### src/rtl/fb_scan_reader_pkg.sv
// fb_scan_reader_pkg: shared Pong screen geometry and scan-reader FSM state type
package fb_scan_reader_pkg;
    localparam int SCREEN_W  = 240;
    localparam int SCREEN_H  = 320;
    localparam int PIX_W     = 16;
    localparam int FB_ADDR_W = 17;
    typedef enum logic [1:0] {IDLE, RUN, DRAIN} state_t;
endpackage

### src/rtl/fb_scan_reader_if.sv
// fb_scan_reader_if: framebuffer read port plus outgoing pixel stream
interface fb_scan_reader_if import fb_scan_reader_pkg::*; #(
    parameter int ADDR_W = FB_ADDR_W,
    parameter int DATA_W = PIX_W
);
    logic              ram_rd;
    logic [ADDR_W-1:0] ram_addr;
    logic [DATA_W-1:0] ram_rdata;
    logic [DATA_W-1:0] pix_data;
    logic              pix_valid, pix_ready, pix_sof, pix_eol;
    modport master(output ram_rd, ram_addr, pix_data, pix_valid, pix_sof, pix_eol, input ram_rdata, pix_ready);
    modport slave(input ram_rd, ram_addr, pix_data, pix_valid, pix_sof, pix_eol, output ram_rdata, pix_ready);
endinterface

### src/rtl/fb_pix_fifo2.sv
// fb_pix_fifo2: two-entry FIFO carrying {last, eol, sof, data} for the scan reader
module fb_pix_fifo2 import fb_scan_reader_pkg::*; #(
    parameter int W = PIX_W + 3
) (
    input  logic         clock,
    input  logic         reset,
    input  logic         wr,
    input  logic [W-1:0] wdata,
    input  logic         rd,
    output logic [W-1:0] rdata,
    output logic         empty,
    output logic [1:0]   count
);
    logic [W-1:0] mem [2];
    logic wp, rp;
    assign rdata = mem[rp];
    assign empty = count == 2'd0;
    always_ff @(posedge clock) begin
        if (reset) begin
            mem[0] <= '0;
            mem[1] <= '0;
            wp     <= 1'b0;
            rp     <= 1'b0;
            count  <= 2'd0;
        end else begin
            if (wr) begin
                mem[wp] <= wdata;
                wp      <= !wp;
            end
            if (rd) rp <= !rp;
            count <= count + {1'b0, wr} - {1'b0, rd};
        end
    end
endmodule

### src/rtl/fb_scan_reader.sv
// fb_scan_reader: raster-order framebuffer reader streaming pixels with sof/eol markers
// Reads have fixed 1-cycle latency; a 2-entry FIFO absorbs sink backpressure.
module fb_scan_reader import fb_scan_reader_pkg::*; #(
    parameter int X_MAX  = SCREEN_W - 1,
    parameter int Y_MAX  = SCREEN_H - 1,
    parameter int ADDR_W = FB_ADDR_W,
    parameter int DATA_W = PIX_W
) (
    input  logic clock,
    input  logic reset,
    input  logic start,
    output logic busy,
    output logic frame_done,
    fb_scan_reader_if.master bus
);
    localparam int XW = $clog2(X_MAX + 2);
    localparam int YW = $clog2(Y_MAX + 2);
    localparam logic [XW-1:0] XL = XW'(X_MAX);
    localparam logic [YW-1:0] YL = YW'(Y_MAX);
    state_t state, state_nx;
    logic [XW-1:0] x;
    logic [YW-1:0] y;
    logic [ADDR_W-1:0] addr;
    logic inflight, issue, pop, empty, x_end, y_end;
    logic [2:0] flags;
    logic [1:0] count;
    logic [DATA_W+2:0] head;
    assign x_end = x == XL;
    assign y_end = y == YL;
    assign pop = !empty && bus.pix_ready;
    assign busy = state != IDLE;
    assign bus.ram_rd = issue;
    assign bus.ram_addr = addr;
    assign bus.pix_valid = !empty;
    assign bus.pix_data = head[DATA_W-1:0];
    assign bus.pix_sof = head[DATA_W];
    assign bus.pix_eol = head[DATA_W+1];
    // the budget counts the read in flight, so the FIFO can never overflow
    always_comb begin
        issue = state == RUN && ({1'b0, count} + {2'b0, inflight}) < (3'd2 + {2'b0, pop});
        state_nx = state;
        if (state == IDLE && start) state_nx = RUN;
        if (issue && x_end && y_end) state_nx = DRAIN;
        if (state == DRAIN && pop && head[DATA_W+2]) state_nx = IDLE;
    end
    always_ff @(posedge clock) begin
        state <= reset ? IDLE : state_nx;
    end
    always_ff @(posedge clock) begin
        if (reset) begin
            x          <= '0;
            y          <= '0;
            addr       <= '0;
            inflight   <= 1'b0;
            flags      <= 3'd0;
            frame_done <= 1'b0;
        end else begin
            inflight   <= issue;
            flags      <= {x_end && y_end, x_end, x == '0 && y == '0};
            frame_done <= state == DRAIN && state_nx == IDLE;
            if (state == IDLE && start) begin
                x    <= '0;
                y    <= '0;
                addr <= '0;
            end else if (issue) begin
                x    <= x_end ? '0 : x + XW'(1);
                y    <= y + YW'(x_end);
                addr <= addr + ADDR_W'(1);
            end
        end
    end
    fb_pix_fifo2 #(.W(DATA_W + 3)) u_fifo (
        .clock (clock),
        .reset (reset),
        .wr    (inflight),
        .wdata ({flags, bus.ram_rdata}),
        .rd    (pop),
        .rdata (head),
        .empty (empty),
        .count (count)
    );
endmodule
### src/flat_wrapper.sv
// flat-port wrapper written by rule: the top's interface ports become plain ports
module fb_scan_reader_flat import fb_scan_reader_pkg::*;
#(
    parameter int X_MAX  = SCREEN_W - 1,
    parameter int Y_MAX  = SCREEN_H - 1,
    parameter int ADDR_W = FB_ADDR_W,
    parameter int DATA_W = PIX_W
)
  (clock, reset, start, busy, frame_done, bus_ram_rd, bus_ram_addr, bus_pix_data, bus_pix_valid, bus_pix_sof, bus_pix_eol, bus_ram_rdata, bus_pix_ready);
  fb_scan_reader_if #(.ADDR_W(ADDR_W), .DATA_W(DATA_W)) bus_i ();
  input  logic clock;
  input  logic reset;
  input  logic start;
  output logic busy;
  output logic frame_done;
  output wire logic [$bits(bus_i.ram_rd)-1:0] bus_ram_rd;
  output wire logic [$bits(bus_i.ram_addr)-1:0] bus_ram_addr;
  output wire logic [$bits(bus_i.pix_data)-1:0] bus_pix_data;
  output wire logic [$bits(bus_i.pix_valid)-1:0] bus_pix_valid;
  output wire logic [$bits(bus_i.pix_sof)-1:0] bus_pix_sof;
  output wire logic [$bits(bus_i.pix_eol)-1:0] bus_pix_eol;
  input wire logic [$bits(bus_i.ram_rdata)-1:0] bus_ram_rdata;
  input wire logic [$bits(bus_i.pix_ready)-1:0] bus_pix_ready;
  assign bus_ram_rd = bus_i.ram_rd;
  assign bus_ram_addr = bus_i.ram_addr;
  assign bus_pix_data = bus_i.pix_data;
  assign bus_pix_valid = bus_i.pix_valid;
  assign bus_pix_sof = bus_i.pix_sof;
  assign bus_pix_eol = bus_i.pix_eol;
  assign bus_i.ram_rdata = bus_ram_rdata;
  assign bus_i.pix_ready = bus_pix_ready;
  fb_scan_reader #(.X_MAX(X_MAX), .Y_MAX(Y_MAX), .ADDR_W(ADDR_W), .DATA_W(DATA_W)) u_core (.clock(clock), .reset(reset), .start(start), .busy(busy), .frame_done(frame_done), .bus(bus_i));
endmodule
### config.mk
export PLATFORM = sky130hd
export DESIGN_NAME = fb_scan_reader_flat
export DESIGN_NICKNAME = d
export VERILOG_FILES = /design/src/rtl/fb_scan_reader_pkg.sv /design/src/rtl/fb_scan_reader_if.sv /design/src/rtl/fb_pix_fifo2.sv /design/src/rtl/fb_scan_reader.sv /design/src/flat_wrapper.sv
export SDC_FILE = /design/constraint.sdc
export NUM_CORES = 1
export LEC_CHECK = 0
export ABC_AREA = 1
export CORE_MARGIN = 10
export CORE_UTILIZATION = 54
export CTS_BUF_LIST = sky130_fd_sc_hd__clkbuf_16
export CTS_CLUSTER_DIAMETER = 60
export CTS_CLUSTER_SIZE = 24
export DETAILED_ROUTE_END_ITERATION = 8
export GPL_ROUTABILITY_DRIVEN = 1
export GPL_TIMING_DRIVEN = 0
export PLACE_DENSITY = 0.79
export RECOVER_POWER = 100
export SLEW_MARGIN = 25
export SYNTH_ARGS = -nofsm -noshare
export SYNTH_HDL_FRONTEND = slang
export SYNTH_SLANG_ARGS = --single-unit
### constraint.sdc
create_clock -name clock -period 2.45 [get_ports clock]
set_clock_uncertainty 0.2 [all_clocks]
set_input_delay 0.49 -clock clock [delete_from_list [all_inputs] [get_ports clock]]
set_output_delay 0.49 -clock clock [all_outputs]
set_load 0.05 [all_outputs]
# == Word level (Yosys, flattened, before mapping) ==
# Memory sizes are Yosys's and may differ from the RTL's. A register that Yosys moved wholly into a read port is not among the register bits.
# Cells that the tools add are included.
# totals
regBits,45
ram_bits,38
in_bits,20
output_inout_bits,39
n_memories,1
# mem_list
memory,depth,width,read_ports,rd_ports_with_merged_regs,wr,line,source
u_core.u_fifo.mem,2,19,1,1,2,fb_pix_fifo2.sv:14,logic [W-1:0] mem [2];
# classes
add_sub_neg,7
n_lt_le_gt_ge,1
n_eq_ne,4
n_mux,14
n_reduce_logical,21
# op_table
operator,n
$mux 19,1
$reduce_or 19->1,1
$add 17x1->17 const B,1
$logic_and 1x1->1,10
$add 9x1->9,1
$eq 9x9->1 const B,1
$logic_not 9->1,1
$mux 1,9
$add 8x1->8 const B,1
$eq 8x8->1 const B,1
$logic_not 8->1,1
$mux 8,1
$logic_not 2->1,3
$mux 2,3
$add 2x1->3,1
$add 2x1->3 const A,1
$logic_not 1->1,3
$lt 3x3->1,1
$add 2x1->2,1
$eq 2x1->1 const B,1
$eq 2x2->1 const B,1
$reduce_bool 2->1,1
$reduce_or 2->1,1
$sub 2x1->2,1

# == Logic depth before layout (Yosys ltp) ==
# logic_depth
depth_word,12
depth_mapped,13
mapped_depth_nobuf,13

# == Modules after synthesis ==
# From an unflattened synthesis, not the netlist that was laid out.
# hier_totals
cells_unflattened,456
hier_area_um2,4002.6
# modules_own_cells
module,n_inst,cells_each,area_each_um2
fb_scan_reader,1,305,2117.0
fb_pix_fifo2,1,151,1885.6

# == Least setup slack after synthesis ==
# OpenSTA, ideal clock, no wires.
# synth_timing
path_type,input-to-reg
start,input port reset
end,"memory u_core.u_fifo.mem[0][0] (netlist bit), enable pin"
setup_ns,0.387
arrival_time_ns,1.496
required_time_ns,1.863
setup_slack_ns,0.367
cell_stages,5
path_buffers,2
path_cell_list,buf_2 > inv_2 > nand2_1 > clkbuf_1 > nand2_1
# synth_lines
element,line,source
start: declaration,flat_wrapper.sv:12,input logic reset;
end: declaration,fb_pix_fifo2.sv:14,

# == Final worst setup path ==
# layout_timing
start,input port bus_pix_ready
end,output port bus_ram_rd
# layout_between
elab_chain_cells,4
# layout_rtl
element,line,source
start: declaration,flat_wrapper.sv:23,input wire logic [$bits(bus_i.pix_ready)-1:0] bus_pix_ready;
$logic_and 1x1->1,fb_scan_reader.sv:30,assign pop = !empty && bus.pix_ready;
$add 2x1->3,fb_scan_reader.sv:40,"issue = state == RUN && ({1'b0, count} + {2'b0, inflight}) < (3'd2 + {2'b0, pop});"
$lt 3x3->1,fb_scan_reader.sv:40,
$logic_and 1x1->1,fb_scan_reader.sv:40,
end: declaration,flat_wrapper.sv:16,output wire logic [$bits(bus_i.ram_rd)-1:0] bus_ram_rd;
# Every way passes these cells.

==> results_dict.tcl <==
set metrics [dict create \
    io_buffers 57 \
    syn-mean-instance-area_sq_um 8.229 \
    clock_path_buffers 2 \
    max_freq_mhz 414.5 \
    fp.dieH_um 106.9 \
    mappedNetlistNets 525 \
    cts.root.buffer_cell "clkbuf_16" \
    slew_violations 0 \
    first_iter_violations 178 \
    max-vdd-ir-drop_v 0.0004623 \
    nNetsFinal 599 \
    async_reset_ff_frac 0 \
    synth.yosys.warnings 0 \
    layout-drive-gt1-share 0.1496 \
    power.density_mw_per_mm2 795.6 \
    crit_path_end_kind "primary output" \
    synth_top_area_frac 0.2796 \
    htreeDepth 3 \
    wl_per_cell_um 14.30 \
    crit_chain "dlygate4sd3_1, nand3_2, a21oi_4, buf_6, buf_8" \
    synthTopCellsByCount "nand2_1 (104), nor2_1 (96), inv_1 (65)" \
    synthFlopType "dfxtp_1" \
    highest_layer "met4" \
    grt_pass1_vias 3469 \
    cts_tree "done" \
    placementRows 31 \
    wirelength_um 9639 \
    ys_seq_elements 84 \
    routed-wl-met2_um 4856 \
    drtAntennaViolNets 0 \
    drv_cap 0 \
    numCtsBuffers 9 \
    hold_buffers 0 \
    rrSetupSlack_ns 0.16 \
    crit_required_ns 1.76 \
    firstDrtPassIters 4 \
    crit_type "in -> out" \
    setup_viol 0 \
    area_growth_syn_to_layout_pct 25.05 \
    cp-start-kind "input pin" \
    place_ws_ns -0.6599 \
    ys_seq_area_frac 0.5052 \
    dp_cells 652 \
    num_vias 3520 \
    syn-instance-count 496 \
    post-route-period-util 0.9847 \
    synthTopCellsByArea "edfxtp_1 (28%), dfxtp_1 (23%), nand2_1 (9.6%)" \
    ys_types 28 \
    io_pins 59 \
    drc 0 \
    status "complete, no violations" \
    cts.reportedPaths.clkPinSlew_ns 0.06 \
    tightest_slew_ns 0.8123 \
    dp_hpwl_um 6733 \
    critPathArrivalTime_ns 1.72 \
    critical-path-max-stage-delay_ns 0.57 \
    leakage_nw 2.093 \
    synth-edff-count 38 \
    wl_met1_um 3969 \
    synth_top_area_cell "edfxtp_1" \
    syn-cell-area_sq_mm 0.004081 \
    period_needed_ns 2.412 \
    antenna_cells 0 \
    met3_length_um 635 \
    cp_max_fo 6 \
    fill_cells 616 \
    fin_cells 674 \
    die-area_sq_mm 0.01144 \
    clk_latency_ns 0.34 \
    grt_overflow 0 \
    synth.most_common_cell "nand2_1" \
    grt_max_degree 20 \
    grt_pass1_wl_um 15840 \
    cts.sink_count 84 \
    gp_congestion 0.8481 \
    rsz0062_at_grt "yes" \
    finalHoldViolCount 0 \
    die_w_um 106.9 \
    slowest_stage "dlygate4sd3_1" \
    core_sq_mm 0.007292 \
    grt_usage 0.1697 \
    start_util 0.5597 \
    antenna_found_initial 0 \
    relSlewSlack 0.4572 \
    routed_via_density 5.223 \
    hp-class "in -> reg" \
    layout_setup_ws_ns 0.03761 \
]
## cell type report
type	count	area, sq um	share of cell area
clock inverter	7	75.07	0.01471
clock buffer	9	225.2	0.04413
sequential	84	2064	0.4045
timing repair buffer	63	561.8	0.1101
inverter	69	259.0	0.05075
tap	99	123.9	0.02427
multi-input combinational	328	1705	0.3342
buffer	15	88.84	0.01741
## metrics by stage
stage          setup TNS, ns  total power [mW]  utilization  cell area [sq um]  hold slack, ns
2_1_floorplan              0             2.385            -               4081          0.2255
3_3_place_gp          -8.246             2.694       0.6549               4776          0.2364
3_5_place_dp          -8.503             2.723       0.6549               4776          0.2469
4_1_cts             -0.07930             4.057       0.6989               5096          0.2330
5_1_grt             -0.03321             4.216       0.6999               5104          0.2576
6_report                   0             4.060       0.6999               5104          0.2264
## sequential cells by signal, summed over array words and instances, names as in the netlist, named ones only
| name | cells |
|---|---|
| u_core.u_fifo.rp | 1 |
| u_core.u_fifo.wp | 1 |
| u_core.inflight | 1 |
| u_core.state | 2 |
| u_core.y | 9 |
| u_core.x | 8 |
| u_core.frame_done | 1 |
| u_core.u_fifo.mem | 38 |
| u_core.bus.ram_addr | 17 |
| u_core.flags | 3 |
| u_core.u_fifo.count | 2 |
## placed cells by master, fill, tap and decap left out, types with 4 or more instances in the layout
cell type,n
nand3_2,4
xor2_1,5
nand3_1,25
dfxtp_1,44
ha_1,6
nand3b_1,5
nand4_1,5
a21oi_1,22
nand2_1,103
clkbuf_1,6
clkbuf_2,13
buf_2,5
inv_1,65
nor2_1,96
o21ai_0,14
clkdlybuf4s50_1,34
nor3_1,10
mux2_2,18
inv_2,4
edfxtp_1,38
clkbuf_16,9
buf_4,6
## routing by layer
metal / GRT usage / up-vias
met5: 0 / -
met4: 0.07157 / 0
met3: 0.04551 / 18
met2: 0.3007 / 103
met1: 0.1875 / 1664
li1: - / 1735
## critical path, delay by kind of cell
| family | cells | cell delay (ns) |
|---|---|---|
| compound gates | 1 | 0.23 |
| simple gates | 1 | 0.11 |
| buf+inv | 3 | 0.89 |
## cells by family (layout without fill, tap and decap cells)
family	count (synthesis)	in the layout	share of synthesized area
buf+inv	84	163	0.08430
xor+xnor	5	5	0.01073
compound gates	44	44	0.06193
flops	84	84	0.5052
simple gates	252	252	0.2606
fa+ha+maj	9	9	0.02759
mux	18	18	0.04966
## final timing paths
kind                            end  cells after the start        startpoint
max                      bus_ram_rd                      5     bus_pix_ready
max reg2reg             u_core.y[8]                     11       u_core.x[0]
min reg2reg        u_core.u_fifo.rp                      1  u_core.u_fifo.rp
min          u_core.u_fifo.count[0]                      2             reset
## where the power goes
part | leakage, nW | internal, mW | switching (mW) | total, mW
Sequential | 0.767 | 1.56 | 0.0602 | 1.62
Clock | 0.140 | 0.794 | 0.560 | 1.35
Combinational | 1.19 | 0.366 | 0.720 | 1.09
## repair_timing
item	4_1_cts	5_1_grt
pin swaps	1	0
buffers inserted	0	6
gates resized for setup	40	34
setup endpoints to repair	19	41
cloned	0	0
No activity file was read; power rests on OpenSTA's default activity.
